`config.mk`:
```
export PLATFORM = sky130hd
export DESIGN_NAME = icache_refill_tracker_flat
export DESIGN_NICKNAME = d
export VERILOG_FILES = /design/src/rtl/icache_refill_tracker_if.sv /design/src/rtl/icache_refill_tracker.sv /design/src/flat_wrapper.sv
export SDC_FILE = /design/constraint.sdc
export NUM_CORES = 1
export LEC_CHECK = 0
export CAP_MARGIN = 20
export CORE_MARGIN = 2
export CORE_UTILIZATION = 45
export DETAILED_ROUTE_END_ITERATION = 12
export PLACE_DENSITY = 0.83
export SLEW_MARGIN = 20
export SYNTH_ARGS = -nofsm -noshare
export SYNTH_HDL_FRONTEND = slang
export SYNTH_SLANG_ARGS = --single-unit
export TNS_END_PERCENT = 30
```
`constraint.sdc`:
```
create_clock -name clk_i -period 3.9 [get_ports clk_i]
set_clock_uncertainty 0.15 [all_clocks]
set_input_delay 0.78 -clock clk_i [delete_from_list [all_inputs] [get_ports clk_i]]
set_output_delay 0.78 -clock clk_i [all_outputs]
set_load 0.01 [all_outputs]
```
`src/rtl/icache_refill_tracker_if.sv`:
```
// Bundles the cache request/return side and the AXI shim read side of the refill tracker.
// The tracker takes the slave view; the cache/shim environment takes the master view.
interface icache_refill_tracker_if #(
    parameter int AddrWidth = 64,
    parameter int DataWidth = 64,
    parameter int LineWidth = 128,
    parameter int TidWidth  = 2,
    parameter int IdWidth   = 4
);
    logic                 req_valid_i;
    logic                 req_ready_o;
    logic [AddrWidth-1:0] req_addr_i;
    logic                 req_nc_i;
    logic [TidWidth-1:0]  req_tid_i;

    logic                 rd_req_o;
    logic                 rd_gnt_i;
    logic [AddrWidth-1:0] rd_addr_o;
    logic [7:0]           rd_blen_o;
    logic [IdWidth-1:0]   rd_id_o;

    logic                 rd_valid_i;
    logic                 rd_last_i;
    logic [DataWidth-1:0] rd_data_i;
    logic [IdWidth-1:0]   rd_id_i;

    logic                 rtrn_vld_o;
    logic                 rtrn_rdy_i;
    logic [LineWidth-1:0] rtrn_data_o;
    logic [TidWidth-1:0]  rtrn_tid_o;
    logic                 rtrn_nc_o;
    logic                 unexp_beat_o;

    modport slave (
        input  req_valid_i, req_addr_i, req_nc_i, req_tid_i,
        input  rd_gnt_i, rd_valid_i, rd_last_i, rd_data_i, rd_id_i, rtrn_rdy_i,
        output req_ready_o, rd_req_o, rd_addr_o, rd_blen_o, rd_id_o,
        output rtrn_vld_o, rtrn_data_o, rtrn_tid_o, rtrn_nc_o, unexp_beat_o
    );

    modport master (
        output req_valid_i, req_addr_i, req_nc_i, req_tid_i,
        output rd_gnt_i, rd_valid_i, rd_last_i, rd_data_i, rd_id_i, rtrn_rdy_i,
        input  req_ready_o, rd_req_o, rd_addr_o, rd_blen_o, rd_id_o,
        input  rtrn_vld_o, rtrn_data_o, rtrn_tid_o, rtrn_nc_o, unexp_beat_o
    );
endinterface

```
`src/rtl/icache_refill_tracker.sv`:
```
// Tracks outstanding I-cache refill/bypass reads, one slot per AXI ID, assembling
// possibly interleaved beats into whole lines returned with their cache transaction ID.
module icache_refill_tracker #(
    parameter int NumOutstanding = 2,
    parameter int AddrWidth      = 64,
    parameter int DataWidth      = 64,
    parameter int LineWidth      = 128,
    parameter int TidWidth       = 2,
    parameter int IdWidth        = 4
) (
    input  logic                  clk_i,
    input  logic                  rst_i,
    icache_refill_tracker_if.slave bus
);
    localparam int Words = LineWidth / DataWidth;
    localparam int SlotW = (NumOutstanding > 1) ? $clog2(NumOutstanding) : 1;
    localparam int WordW = (Words > 1) ? $clog2(Words) : 1;
    localparam int CntW  = $clog2(Words + 1);
    localparam logic [AddrWidth-1:0] LineMask = ~(AddrWidth'(LineWidth / 8 - 1));
    localparam logic [AddrWidth-1:0] BeatMask = ~(AddrWidth'(DataWidth / 8 - 1));

    typedef enum logic [1:0] {
        SLOT_FREE,
        SLOT_ISSUE,
        SLOT_WAIT,
        SLOT_DONE
    } slot_state_e;

    slot_state_e                       slot_state [NumOutstanding];
    logic [AddrWidth-1:0]              slot_addr  [NumOutstanding];
    logic [TidWidth-1:0]               slot_tid   [NumOutstanding];
    logic                              slot_nc    [NumOutstanding];
    logic [CntW-1:0]                   slot_cnt   [NumOutstanding];
    logic [Words-1:0][DataWidth-1:0]   slot_data  [NumOutstanding];

    logic             issue_lock, rtrn_lock, unexp_q;
    logic [SlotW-1:0] issue_ptr, rtrn_ptr;

    logic             free_any, issue_any, done_any;
    logic [SlotW-1:0] free_idx, issue_low, done_low, issue_sel, rtrn_sel;
    logic [SlotW-1:0] beat_slot;
    logic [WordW-1:0] beat_word;
    logic             beat_ok, beat_room, req_fire;

    // Lowest-index search per state; the lock registers keep a presented slot
    // on the bus until its handshake even if a lower slot reaches that state.
    always_comb begin
        free_any  = 1'b0;
        issue_any = 1'b0;
        done_any  = 1'b0;
        free_idx  = '0;
        issue_low = '0;
        done_low  = '0;
        for (int i = NumOutstanding - 1; i >= 0; i--) begin
            if (slot_state[i] == SLOT_FREE) begin
                free_any = 1'b1;
                free_idx = SlotW'(i);
            end
            if (slot_state[i] == SLOT_ISSUE) begin
                issue_any = 1'b1;
                issue_low = SlotW'(i);
            end
            if (slot_state[i] == SLOT_DONE) begin
                done_any = 1'b1;
                done_low = SlotW'(i);
            end
        end
        issue_sel = issue_lock ? issue_ptr : issue_low;
        rtrn_sel  = rtrn_lock ? rtrn_ptr : done_low;
    end

    assign req_fire  = bus.req_valid_i && free_any;
    assign beat_slot = SlotW'(bus.rd_id_i);
    assign beat_word = WordW'(slot_cnt[beat_slot]);
    assign beat_room = slot_cnt[beat_slot] < CntW'(Words);
    assign beat_ok   = bus.rd_valid_i && (32'(bus.rd_id_i) < 32'(NumOutstanding))
                       && (slot_state[beat_slot] == SLOT_WAIT);

    always_ff @(posedge clk_i) begin
        if (rst_i) begin
            for (int i = 0; i < NumOutstanding; i++) begin
                slot_state[i] <= SLOT_FREE;
                slot_addr[i]  <= '0;
                slot_tid[i]   <= '0;
                slot_nc[i]    <= 1'b0;
                slot_cnt[i]   <= '0;
                slot_data[i]  <= '0;
            end
            issue_lock <= 1'b0;
            rtrn_lock  <= 1'b0;
            issue_ptr  <= '0;
            rtrn_ptr   <= '0;
            unexp_q    <= 1'b0;
        end else begin
            unexp_q    <= bus.rd_valid_i && !beat_ok;
            issue_lock <= issue_any && !bus.rd_gnt_i;
            issue_ptr  <= issue_sel;
            rtrn_lock  <= done_any && !bus.rtrn_rdy_i;
            rtrn_ptr   <= rtrn_sel;

            if (req_fire) begin
                slot_state[free_idx] <= SLOT_ISSUE;
                slot_addr[free_idx]  <= bus.req_addr_i & (bus.req_nc_i ? BeatMask : LineMask);
                slot_tid[free_idx]   <= bus.req_tid_i;
                slot_nc[free_idx]    <= bus.req_nc_i;
                slot_cnt[free_idx]   <= '0;
                slot_data[free_idx]  <= '0;
            end

            if (issue_any && bus.rd_gnt_i) begin
                slot_state[issue_sel] <= SLOT_WAIT;
            end

            // Excess beats past a full line are dropped rather than wrapping onto word 0.
            if (beat_ok) begin
                if (beat_room) begin
                    slot_data[beat_slot][beat_word] <= bus.rd_data_i;
                    slot_cnt[beat_slot]             <= slot_cnt[beat_slot] + CntW'(1);
                end
                if (bus.rd_last_i) begin
                    slot_state[beat_slot] <= SLOT_DONE;
                    slot_cnt[beat_slot]   <= '0;
                end
            end

            if (done_any && bus.rtrn_rdy_i) begin
                slot_state[rtrn_sel] <= SLOT_FREE;
            end
        end
    end

    assign bus.req_ready_o  = free_any;
    assign bus.rd_req_o     = issue_any;
    assign bus.rd_addr_o    = issue_any ? slot_addr[issue_sel] : '0;
    assign bus.rd_blen_o    = (issue_any && !slot_nc[issue_sel]) ? 8'(Words - 1) : 8'd0;
    assign bus.rd_id_o      = issue_any ? IdWidth'(issue_sel) : '0;
    assign bus.rtrn_vld_o   = done_any;
    assign bus.rtrn_data_o  = done_any ? slot_data[rtrn_sel] : '0;
    assign bus.rtrn_tid_o   = done_any ? slot_tid[rtrn_sel] : '0;
    assign bus.rtrn_nc_o    = done_any && slot_nc[rtrn_sel];
    assign bus.unexp_beat_o = unexp_q;
endmodule

```
`src/flat_wrapper.sv`:
```
// flat-port wrapper written by rule: the top's interface ports become plain ports
module icache_refill_tracker_flat 
#(
    parameter int NumOutstanding = 2,
    parameter int AddrWidth      = 64,
    parameter int DataWidth      = 64,
    parameter int LineWidth      = 128,
    parameter int TidWidth       = 2,
    parameter int IdWidth        = 4
)
  (clk_i, rst_i, bus_req_valid_i, bus_req_addr_i, bus_req_nc_i, bus_req_tid_i, bus_rd_gnt_i, bus_rd_valid_i, bus_rd_last_i, bus_rd_data_i, bus_rd_id_i, bus_rtrn_rdy_i, bus_req_ready_o, bus_rd_req_o, bus_rd_addr_o, bus_rd_blen_o, bus_rd_id_o, bus_rtrn_vld_o, bus_rtrn_data_o, bus_rtrn_tid_o, bus_rtrn_nc_o, bus_unexp_beat_o);
  icache_refill_tracker_if #(.AddrWidth(AddrWidth), .DataWidth(DataWidth), .LineWidth(LineWidth), .TidWidth(TidWidth), .IdWidth(IdWidth)) bus_i ();
  input  logic clk_i;
  input  logic rst_i;
  input wire logic [$bits(bus_i.req_valid_i)-1:0] bus_req_valid_i;
  input wire logic [$bits(bus_i.req_addr_i)-1:0] bus_req_addr_i;
  input wire logic [$bits(bus_i.req_nc_i)-1:0] bus_req_nc_i;
  input wire logic [$bits(bus_i.req_tid_i)-1:0] bus_req_tid_i;
  input wire logic [$bits(bus_i.rd_gnt_i)-1:0] bus_rd_gnt_i;
  input wire logic [$bits(bus_i.rd_valid_i)-1:0] bus_rd_valid_i;
  input wire logic [$bits(bus_i.rd_last_i)-1:0] bus_rd_last_i;
  input wire logic [$bits(bus_i.rd_data_i)-1:0] bus_rd_data_i;
  input wire logic [$bits(bus_i.rd_id_i)-1:0] bus_rd_id_i;
  input wire logic [$bits(bus_i.rtrn_rdy_i)-1:0] bus_rtrn_rdy_i;
  output wire logic [$bits(bus_i.req_ready_o)-1:0] bus_req_ready_o;
  output wire logic [$bits(bus_i.rd_req_o)-1:0] bus_rd_req_o;
  output wire logic [$bits(bus_i.rd_addr_o)-1:0] bus_rd_addr_o;
  output wire logic [$bits(bus_i.rd_blen_o)-1:0] bus_rd_blen_o;
  output wire logic [$bits(bus_i.rd_id_o)-1:0] bus_rd_id_o;
  output wire logic [$bits(bus_i.rtrn_vld_o)-1:0] bus_rtrn_vld_o;
  output wire logic [$bits(bus_i.rtrn_data_o)-1:0] bus_rtrn_data_o;
  output wire logic [$bits(bus_i.rtrn_tid_o)-1:0] bus_rtrn_tid_o;
  output wire logic [$bits(bus_i.rtrn_nc_o)-1:0] bus_rtrn_nc_o;
  output wire logic [$bits(bus_i.unexp_beat_o)-1:0] bus_unexp_beat_o;
  assign bus_i.req_valid_i = bus_req_valid_i;
  assign bus_i.req_addr_i = bus_req_addr_i;
  assign bus_i.req_nc_i = bus_req_nc_i;
  assign bus_i.req_tid_i = bus_req_tid_i;
  assign bus_i.rd_gnt_i = bus_rd_gnt_i;
  assign bus_i.rd_valid_i = bus_rd_valid_i;
  assign bus_i.rd_last_i = bus_rd_last_i;
  assign bus_i.rd_data_i = bus_rd_data_i;
  assign bus_i.rd_id_i = bus_rd_id_i;
  assign bus_i.rtrn_rdy_i = bus_rtrn_rdy_i;
  assign bus_req_ready_o = bus_i.req_ready_o;
  assign bus_rd_req_o = bus_i.rd_req_o;
  assign bus_rd_addr_o = bus_i.rd_addr_o;
  assign bus_rd_blen_o = bus_i.rd_blen_o;
  assign bus_rd_id_o = bus_i.rd_id_o;
  assign bus_rtrn_vld_o = bus_i.rtrn_vld_o;
  assign bus_rtrn_data_o = bus_i.rtrn_data_o;
  assign bus_rtrn_tid_o = bus_i.rtrn_tid_o;
  assign bus_rtrn_nc_o = bus_i.rtrn_nc_o;
  assign bus_unexp_beat_o = bus_i.unexp_beat_o;
  icache_refill_tracker #(.NumOutstanding(NumOutstanding), .AddrWidth(AddrWidth), .DataWidth(DataWidth), .LineWidth(LineWidth), .TidWidth(TidWidth), .IdWidth(IdWidth)) u_core (.clk_i(clk_i), .rst_i(rst_i), .bus(bus_i));
endmodule
```
==> reports/results.ini, run 1 <==
[worst_setup_path]
criticalPathCategory=reg -> out
timing.rr.end=u_core.slot_data[0][93]
crit_slowest_cell=clkdlybuf4s50_1
cpPeakStageDelay_ps=590
reg2reg_from=u_core.slot_state[0][1]
cp_max_fo=78
crit_path_cell_trace=and2_1 > o31a_2 > buf_16 > nand2_1 > a21oi_1 > clkdlybuf4s50_1
r2r_cells=5
worstPathRequired_ps=2970
r2r_setup_slack_ps=1260
end_kind=output pin
cp-startpoint=u_core.slot_state[0][1]
arrival_ps=2790
cp-start-kind=flop

[grt]
track_usage_pct=22.2
grt-ovfl-total=0
first_global_vias=12900
grt_start_max_net_pins=84
grt_pass1_wl_um=70400
antenna_found_initial=3

[yosys]
async_reset_ff_share_pct=0
ys_ff_latch=397
avgSynthCellArea_sq_um=11.4
syn_area_sq_mm=0.0177
synth_cells=1554
synth_top_area_share_pct=65.9
yosysTopAreaCell=edfxtp_1
ys_types=39
synth_edf_count=388
synth_flop_cell=edfxtp_1
netlist_top_cells_area=edfxtp_1, and2_1, nand2_1
yosysWarningCount=0
ys_seq_area_share_pct=66.9

[drt]
drtPass1Iterations=5
drt_iter0_markers=866
vias=12500
vias_per_cell=5.20
drc_errors=0
drtAntennaViolNets=0
routed_wl_um=45500
wl_per_cell_um=18.9

[pwr]
total_power_mw=9.96
powerDensity_mw_per_mm2=432
internal-power_mw=7.61
power_frac_comb_pct=11.9
leakage_nw=8.38
seq_power_share_pct=51.3
p_sw_mw=2.34
clkPwrFrac_pct=36.8
p_sw_share_pct=23.5
peakVddDrop_uv=372

[clock_tree]
clock_sinks=397
clk_pin_slew_ps=60
clk_latency_ps=550
cts.path.max_buffers=3
cts_tree=yes
htree_levels=2
root_buffer=clkbuf_16
cts_made_buffers=42

[final_layout]
layout_commonest_cell=nand2_1
finalCoreUtilization_pct=59.5
nets=2004
final_cell_mix=nand2_1, edfxtp_1, and2_1
design_area_sq_mm=0.0231
drive_gt1_share_pct=6.13
area_growth_syn_to_layout_pct=30.5

[hold_path]
min_to=u_core.slot_state[1][1]
min_path_cells=2
holdCritStartpoint=u_core.slot_state[1][1]
hp-class=reg -> reg

[sta]
fmaxAchievable_mhz=269
hold_violations=0
min_period_ps=3720
slew_viol_final=0
rsz0062_at_grt=false
setup_viol=0
relSlewSlack_pct=39.1
period_share_pct=95.4
worst_pin_slew_ps=913

[die]
chipWidth_um=202
initial_core_util_pct=45.6
coreArea_sq_mm=0.0387
io_pins=353
dieHeight_um=202
core.rowCount=72
die-area_sq_mm=0.0409

[run]
drv_cap=0

[placement]
gp_congestion=0.804
hpwl_um=27800
dpl_cell_area_sq_mm=0.0217
port-buffer-count=336

[run_status]
status=complete, no violations

==> how the worst max path moves through the flow <==
stage,endpoint,slack [ps],cells past startpoint
6_report,bus_rtrn_data_o[28],180,6
5_1_grt,bus_rtrn_data_o[29],30,7
4_1_cts,bus_rtrn_data_o[105],40,6
3_3_place_gp,u_core.slot_data[1][36],380,6
3_5_place_dp,u_core.slot_data[1][36],320,6
2_1_floorplan,u_core.slot_data[1][0],-240,5
==> what timing repair did <==
action / CTS / global route
pin swaps: 1 / 0
endpoints found under the setup margin: 12 / 82
cloned: 1 / 0
resized for setup: 1 / 5
setup buffers: 1 / 0
hold buffers: 0 / 0
==> cell usage after synthesis (all sizes together), types with 2 or more instances <==
library cell,count
nand2,389
edfxtp,388
and2,384
a21oi,195
clkbuf,79
buf,43
nor2,11
dfxtp,9
nand2b,7
inv,6
nor3,6
and3,4
nor2b,3
nor3b,3
nor4,3
o21ai,3
or3,3
a31oi,2
o31a,2
o31ai,2
==> final cells by class <==
type	count	area, sq um
sequential	397	11800
multi-input combinational	1041	5380
fill	2962	15700
timing repair buffer	374	3930
inverter	6	22.5
clock inverter	18	118
antenna	2	5.00
clock buffer	55	1120
tap	518	648
==> state kept, by name (all words and copies together), names as in the netlist, 2 cells and up <==
signal,count
u_core.slot_data,256
u_core.slot_cnt,4
u_core.slot_tid,4
u_core.slot_addr,122
u_core.slot_state,4
u_core.slot_nc,2
==> metrics by stage <==
stage | hold WS [ps] | worst slack (ps) | TNS, ps | std cells
after global routing | 490 | 34.7 | 0 | 2410
final | 465 | 180 | 0 | 2411
after floorplan | 402 | -238 | -29470 | 1566
after CTS | 484 | 39.8 | 0 | 2409
after detailed placement | 476 | 319 | 0 | 2334
after global placement | 463 | 383 | 0 | 2334
==> worst max-delay path: cells and delay by family, from the launching register on <==
family / cells / cell delay, ps
flip-flops: 1 / 430
AO/OA/AOI/OAI: 2 / 520
AND/OR/NAND/NOR: 2 / 330
buffers and inverters: 2 / 890
==> power groups by stage <==
stage | registers, mW | clock network [mW] | logic [mW]
2_1_floorplan | 5.17 | 0 | 0.534
3_5_place_dp | 5.19 | 0 | 1.19
6_report | 5.10 | 3.66 | 1.19
3_3_place_gp | 5.17 | 0 | 1.17
5_1_grt | 5.13 | 3.90 | 1.29
4_1_cts | 5.10 | 3.72 | 1.20
==> metal layers <==
layer,GRT usage [%],part of all wire [%]
met5,0,0.059
met4,8.86,3.2
met3,6.56,8.9
met2,38.4,50
met1,25.9,38
==> cell families (layout without fill, tap and decap cells) <==
kind of cell | after synthesis | in the layout | share of synthesized area, %
other cells | 1 | 15 | 0.0212
compound gates | 209 | 209 | 6.11
simple gates | 818 | 818 | 23.4
buf+inv | 128 | 453 | 3.50
mux | 1 | 1 | 0.0566
flops | 397 | 397 | 66.9
Note: power is estimated with default switching activity, not from simulation.
==> run 2, diff against run 1 <==
--- a/config.mk
+++ b/config.mk
@@ -9,7 +9,7 @@
 export CORE_MARGIN = 2
 export CORE_UTILIZATION = 45
 export DETAILED_ROUTE_END_ITERATION = 12
-export PLACE_DENSITY = 0.83
+export PLACE_DENSITY = 0.75
 export SLEW_MARGIN = 20
 export SYNTH_ARGS = -nofsm -noshare
 export SYNTH_HDL_FRONTEND = slang
==> reports/results.ini, run 2 (same netlist as run 1, synthesis figures left out) <==
[run_status]
status=complete, no violations

[hold_path]
min_path_cells=2  ; unchanged
holdCritStartpoint=u_core.slot_state[1][1]
hp-class=reg -> reg
min_to=u_core.slot_state[1][1]

[clock_tree]
clock_sinks=397  ; unchanged
clk_pin_slew_ps=60  ; about the same
holdBufCountCts=0  ; unchanged
cts_tree=yes
htree_levels=2  ; unchanged
cts.path.max_buffers=3  ; unchanged
cts_made_buffers=44  ; +4.8%
root_buffer=clkbuf_16
clk_latency_ps=570  ; +20 ps

[placement]
port-buffer-count=336  ; unchanged
gp_congestion=0.776  ; -3.6%
hpwl_um=26900  ; -3.3%

[grt]
grt-ovfl-total=0  ; unchanged
grt_start_max_net_pins=95  ; +13%
track_usage_pct=22.3  ; +0.14 points
grt_pass1_wl_um=70400  ; about the same
first_global_vias=12700  ; -1.2%
antenna_found_initial=2  ; -1

[pwr]
p_sw_share_pct=23.4  ; -0.12 points
seq_power_share_pct=48.9  ; -2.4 points
powerDensity_mw_per_mm2=451  ; +4.4%
clkPwrFrac_pct=39.7  ; +2.9 points
leakage_nw=8.43  ; +0.55%
peakVddDrop_uv=315  ; -15%
power_frac_comb_pct=11.4  ; -0.5 points
p_sw_mw=2.45  ; +4.4%
internal-power_mw=8.00  ; +5.0%
total_power_mw=10.4  ; +4.9%

[die]
coreArea_sq_mm=0.0387  ; unchanged
die-area_sq_mm=0.0409  ; unchanged
core.rowCount=72  ; unchanged
initial_core_util_pct=45.6  ; unchanged
io_pins=353  ; unchanged
chipWidth_um=202  ; unchanged
dieHeight_um=202  ; unchanged

[final_layout]
largest_register_ffs=256  ; unchanged
ff_latch_area_sq_mm=0.0118  ; unchanged
largest_registers=u_core.slot_data (256), u_core.slot_addr (122)
area_growth_syn_to_layout_pct=31.1
fillCellCount=3022  ; +2.0%
drive_gt1_share_pct=6.40  ; +0.26 points
multiInputGateArea_sq_mm=0.00540  ; +0.35%
layout_commonest_cell=nand2_1
regMostFlops=u_core.slot_data
final_cell_mix=nand2_1, edfxtp_1, and2_1
nets=2000  ; -0.20%

[worst_setup_path]
timing.rr.end=u_core.slot_data[0][82]
arrival_ps=2860  ; +70 ps
r2r_cells=5  ; unchanged
end_kind=output pin
worstPathRequired_ps=2970  ; about the same
cp_max_fo=47  ; -40%
reg2reg_from=u_core.slot_state[0][1]
cp-start-kind=flop
r2r_setup_slack_ps=1190  ; -70 ps
criticalPathCategory=reg -> out
cp-startpoint=u_core.slot_state[0][1]

[sta]
finalSetupTns_ps=0  ; unchanged
rsz0062_at_grt=false
setup_viol=0  ; unchanged
hold_violations=0  ; unchanged
period_share_pct=97.3  ; +1.9 points
worst_pin_slew_ps=1020  ; +112 ps
relSlewSlack_pct=31.6  ; -7.5 points
whs_ps=458  ; -6.87 ps
min_period_ps=3790  ; +73.0 ps
fmaxAchievable_mhz=264  ; -1.9%
slew_viol_final=0  ; unchanged

[drt]
drtPass1Iterations=5  ; unchanged
drtAntennaViolNets=0  ; unchanged
drc_errors=0  ; unchanged
drt_iter0_markers=805  ; -7.0%
vias=12400  ; -1.1%
routed_wl_um=46500  ; +2.2%
wl_per_cell_um=19.3  ; +2.2%
vias_per_cell=5.14  ; -1.1%

[run]
drv_cap=0  ; unchanged

-- run 2: changes by cell type in the layout (fill, tap and decap cells not counted), sizes merged --
cell	change
buf	-7
bufbuf	-1
bufinv	+4
clkbuf	-4
clkinv	+5
clkinvlp	+3
diode	+1
inv	-1
nor2	+1
-- run 2: layout make-up --
type                       count  share of cell area [%]
inverter                       6                  0.0972
tap                          518                    2.80
clock inverter                29                    1.24
timing repair buffer         367                    16.4
clock buffer                  50                    5.03
antenna                        3                  0.0324
multi-input combinational   1042                    23.3
sequential                   397                    51.1
-- run 2: per-stage QoR --
step	instances	area [sq um]	util (%)	setup WS, ps
detailed placement	2326	21600	55.8	359
global placement	2326	21600	55.8	374
finish	2412	23200	59.8	107
global route	2411	23200	59.8	32.3
CTS	2406	23100	59.6	1.76
floorplan	1566	17700	-	-238
-- run 2: repair_timing --
| item | CTS | global route |
|---|---|---|
| resized for setup | 6 | 4 |
| endpoints found under the setup margin | 58 | 97 |
| gates cloned | 1 | 1 |
| pin swaps | 2 | 1 |
| hold endpoints to repair | 0 | 0 |
| buffers inserted | 0 | 2 |
-- run 2: routing by layer --
layer | GRT usage (%) | vias to the layer above | wire, um
li1 | - | 5847 | -
met1 | 26.3 | 6021 | 18000
met2 | 38.8 | 447 | 23200
met3 | 6.68 | 85 | 3820
met4 | 7.79 | 0 | 1480
met5 | 0 | - | 0
-- run 2: critical path, cell delays in order, from the launching register on --
cell,delay [ps]
dfxtp_2,380
and2_1,220
o31ai_4,260
buf_12,160
buf_6,360
nand2_1,120
a21oi_1,210
clkdlybuf4s50_1,570
-- run 2: worst max path at each step --
stage / depth (start not counted) / slack [ps] / endpoint
after CTS: 6 / 2 / bus_rtrn_data_o[109]
after floorplan: 5 / -240 / u_core.slot_data[1][0]
final: 7 / 110 / bus_rtrn_data_o[67]
after global placement: 6 / 370 / u_core.slot_data[0][76]
after global routing: 7 / 30 / bus_rtrn_data_o[78]
after detailed placement: 6 / 360 / u_core.slot_data[0][120]
-- run 2: power by group through the flow --
stage	clock network [mW]	registers, mW	logic (mW)
floorplan	0	5.17	0.534
detailed placement	0	5.19	1.18
global placement	0	5.17	1.16
finish	4.15	5.11	1.19
global route	4.37	5.13	1.29
CTS	4.21	5.10	1.20
==> run 3, diff against run 2 <==
--- a/config.mk
+++ b/config.mk
@@ -7,9 +7,9 @@
 export LEC_CHECK = 0
 export CAP_MARGIN = 20
 export CORE_MARGIN = 2
-export CORE_UTILIZATION = 45
+export CORE_UTILIZATION = 27
 export DETAILED_ROUTE_END_ITERATION = 12
-export PLACE_DENSITY = 0.75
+export PLACE_DENSITY = 0.5
 export SLEW_MARGIN = 20
 export SYNTH_ARGS = -nofsm -noshare
 export SYNTH_HDL_FRONTEND = slang
==> reports/results.ini, run 3 (same netlist as run 1, synthesis figures left out) <==
[sta]
fmaxAchievable_mhz=265  ; +0.44%
hold_violations=0  ; unchanged
slew_viol_final=0  ; unchanged
period_share_pct=96.8  ; -0.43 points
relSlewSlack_pct=33.9  ; +2.3 points
setup_viol=0  ; unchanged
worst_pin_slew_ps=991  ; -33.6 ps
finalSetupTns_ps=0  ; unchanged
min_period_ps=3780  ; -16.7 ps

[drt]
drtPass1Iterations=5  ; unchanged
vias=12400  ; -0.11%
drtAntennaViolNets=0  ; unchanged
vias_per_cell=4.48  ; -13%
wl_per_cell_um=19.4  ; +0.27%
routed_wl_um=53500  ; +15%
drc_errors=0  ; unchanged
drt_iter0_markers=638  ; -21%

[clock_tree]
root_buffer=clkbuf_16
cts.path.max_buffers=3  ; unchanged
clk_latency_ps=580  ; about the same
cts_made_buffers=47  ; +6.8%
cts_tree=yes
clk_pin_slew_ps=60  ; about the same
htree_levels=2  ; unchanged
holdBufCountCts=0  ; unchanged
clock_sinks=397  ; unchanged

[pwr]
powerDensity_mw_per_mm2=443  ; -1.7%
internal-power_mw=7.96  ; -0.43%
p_sw_mw=2.59  ; +5.8%
seq_power_share_pct=48.3  ; -0.6 points
leakage_nw=8.53  ; +1.3%
clkPwrFrac_pct=39.9  ; +0.2 points
power_frac_comb_pct=11.8  ; +0.4 points
peakVddDrop_uv=282  ; -10%
p_sw_share_pct=24.5  ; +1.1 points

[final_layout]
regMostFlops=u_core.slot_data
largest_registers=u_core.slot_data (256), u_core.slot_addr (122)
area_growth_syn_to_layout_pct=34.7
final_cell_mix=nand2_1, edfxtp_1, and2_1
finalCoreUtilization_pct=36.9  ; -23 points
nets=2011  ; +0.55%
drive_gt1_share_pct=6.61  ; +0.21 points
layout_commonest_cell=nand2_1
largest_register_ffs=256  ; unchanged

[run_status]
status=complete, no violations

[die]
coreArea_sq_mm=0.0646  ; +67%
io_pins=353  ; unchanged
initial_core_util_pct=27.4  ; -18 points
core.rowCount=93  ; +29%
die-area_sq_mm=0.0675  ; +65%
chipWidth_um=260  ; +29%
dieHeight_um=260  ; +29%

[placement]
hpwl_um=30800  ; +15%
gp_congestion=0.730  ; -5.8%
port-buffer-count=336  ; unchanged

[hold_path]
hp-class=reg -> reg
min_path_cells=2  ; unchanged
min_to=u_core.slot_state[1][1]
holdCritStartpoint=u_core.slot_state[1][1]

[grt]
track_usage_pct=15.2  ; -7.1 points
grtUsageMet1_pct=19.5  ; -6.8 points
first_global_vias=12400  ; -2.3%
grt-ovfl-total=0  ; unchanged
grt_use_met3_pct=4.87  ; -1.8 points
busiest_layer=met2
grt_start_max_net_pins=95  ; unchanged
use_met2_pct=24.8  ; -14 points
antenna_found_initial=5  ; +3
grt_pass1_wl_um=78300  ; +11%

[worst_setup_path]
r2r_cells=5  ; unchanged
worstPathRequired_ps=2970  ; about the same
arrival_ps=2850  ; about the same
end_kind=output pin
cp_max_fo=63  ; +34%
timing.rr.end=u_core.slot_data[0][75]
cp-start-kind=flop
criticalPathCategory=reg -> out
reg2reg_from=u_core.slot_state[0][1]
r2r_setup_slack_ps=1270  ; +80 ps

[run]
drv_cap=0  ; unchanged

-- run 3: cell types whose count changed in the layout (fill, tap and decap cells not counted), moves of 3 or more --
cell	change
clkinv_1	+3
buf_12	+11
clkinvlp_4	-3
clkbuf_1	+8
-- run 3: what timing repair did --
| item | CTS | global route |
|---|---|---|
| setup endpoints to repair | 47 | 193 |
| cloned | 0 | 2 |
| pin swaps | 0 | 1 |
| buffers inserted | 0 | 3 |
| resized for setup | 1 | 11 |
-- run 3: routing by layer --
metal / share of wire, % / up-vias
li1: - / 5872
met1: 43 / 6077
met4: 2.1 / 8
met2: 47 / 357
met3: 7.9 / 72
met5: 0.11 / -
-- run 3: stage by stage --
step                instances  worst slack (ps)  cell area (sq um)  power [mW]  hold slack [ps]
floorplan                1566              -238              17700        5.70              402
global placement         2670               378              22200        6.44              451
detailed placement       2670               367              22200        6.45              464
CTS                      2756             -67.6              23700        10.7              458
global route             2762             -8.89              23800        11.0              499
finish                   2763               124              23800        10.6              458
-- run 3: how the worst max path moves through the flow --
stage / slack (ps) / end / from / cells after the start
2_1_floorplan: -240 / u_core.slot_data[1][0] / bus_rd_id_i[3] / 5
3_3_place_gp: 380 / u_core.slot_data[0][80] / bus_rd_id_i[2] / 6
3_5_place_dp: 370 / u_core.slot_data[0][80] / bus_rd_id_i[2] / 6
4_1_cts: -70 / bus_rd_addr_o[48] / u_core.slot_state[0][0] / 6
5_1_grt: -9 / bus_rtrn_data_o[31] / u_core.slot_state[1][0] / 7
6_report: 120 / bus_rtrn_data_o[83] / u_core.slot_state[1][1] / 7
-- run 3: worst max-delay path: stages (launching register included) --
cell             delay (ps)
dfxtp_2                 420
nand2_1                 140
o31ai_4                 270
buf_4                   160
buf_12                  280
nand2_1                  90
a21oi_1                 260
clkdlybuf4s50_1         590
-- run 3: power groups by stage --
stage | combinational [mW] | sequential, mW | clock, mW
2_1_floorplan | 0.534 | 5.17 | 0
3_3_place_gp | 1.26 | 5.17 | 0
3_5_place_dp | 1.27 | 5.18 | 0
4_1_cts | 1.27 | 5.10 | 4.34
5_1_grt | 1.36 | 5.13 | 4.48
6_report | 1.24 | 5.10 | 4.21
-- run 3: area by class of cell --
type	count	area, sq um
inverters	6	22.5
flip-flops and latches	397	11800
diodes	2	5.00
well taps	855	1070
clock inverters	27	238
clock buffers	59	1220
repair buffers	376	4030
multi-input cells	1041	5380
fillers	6296	40800
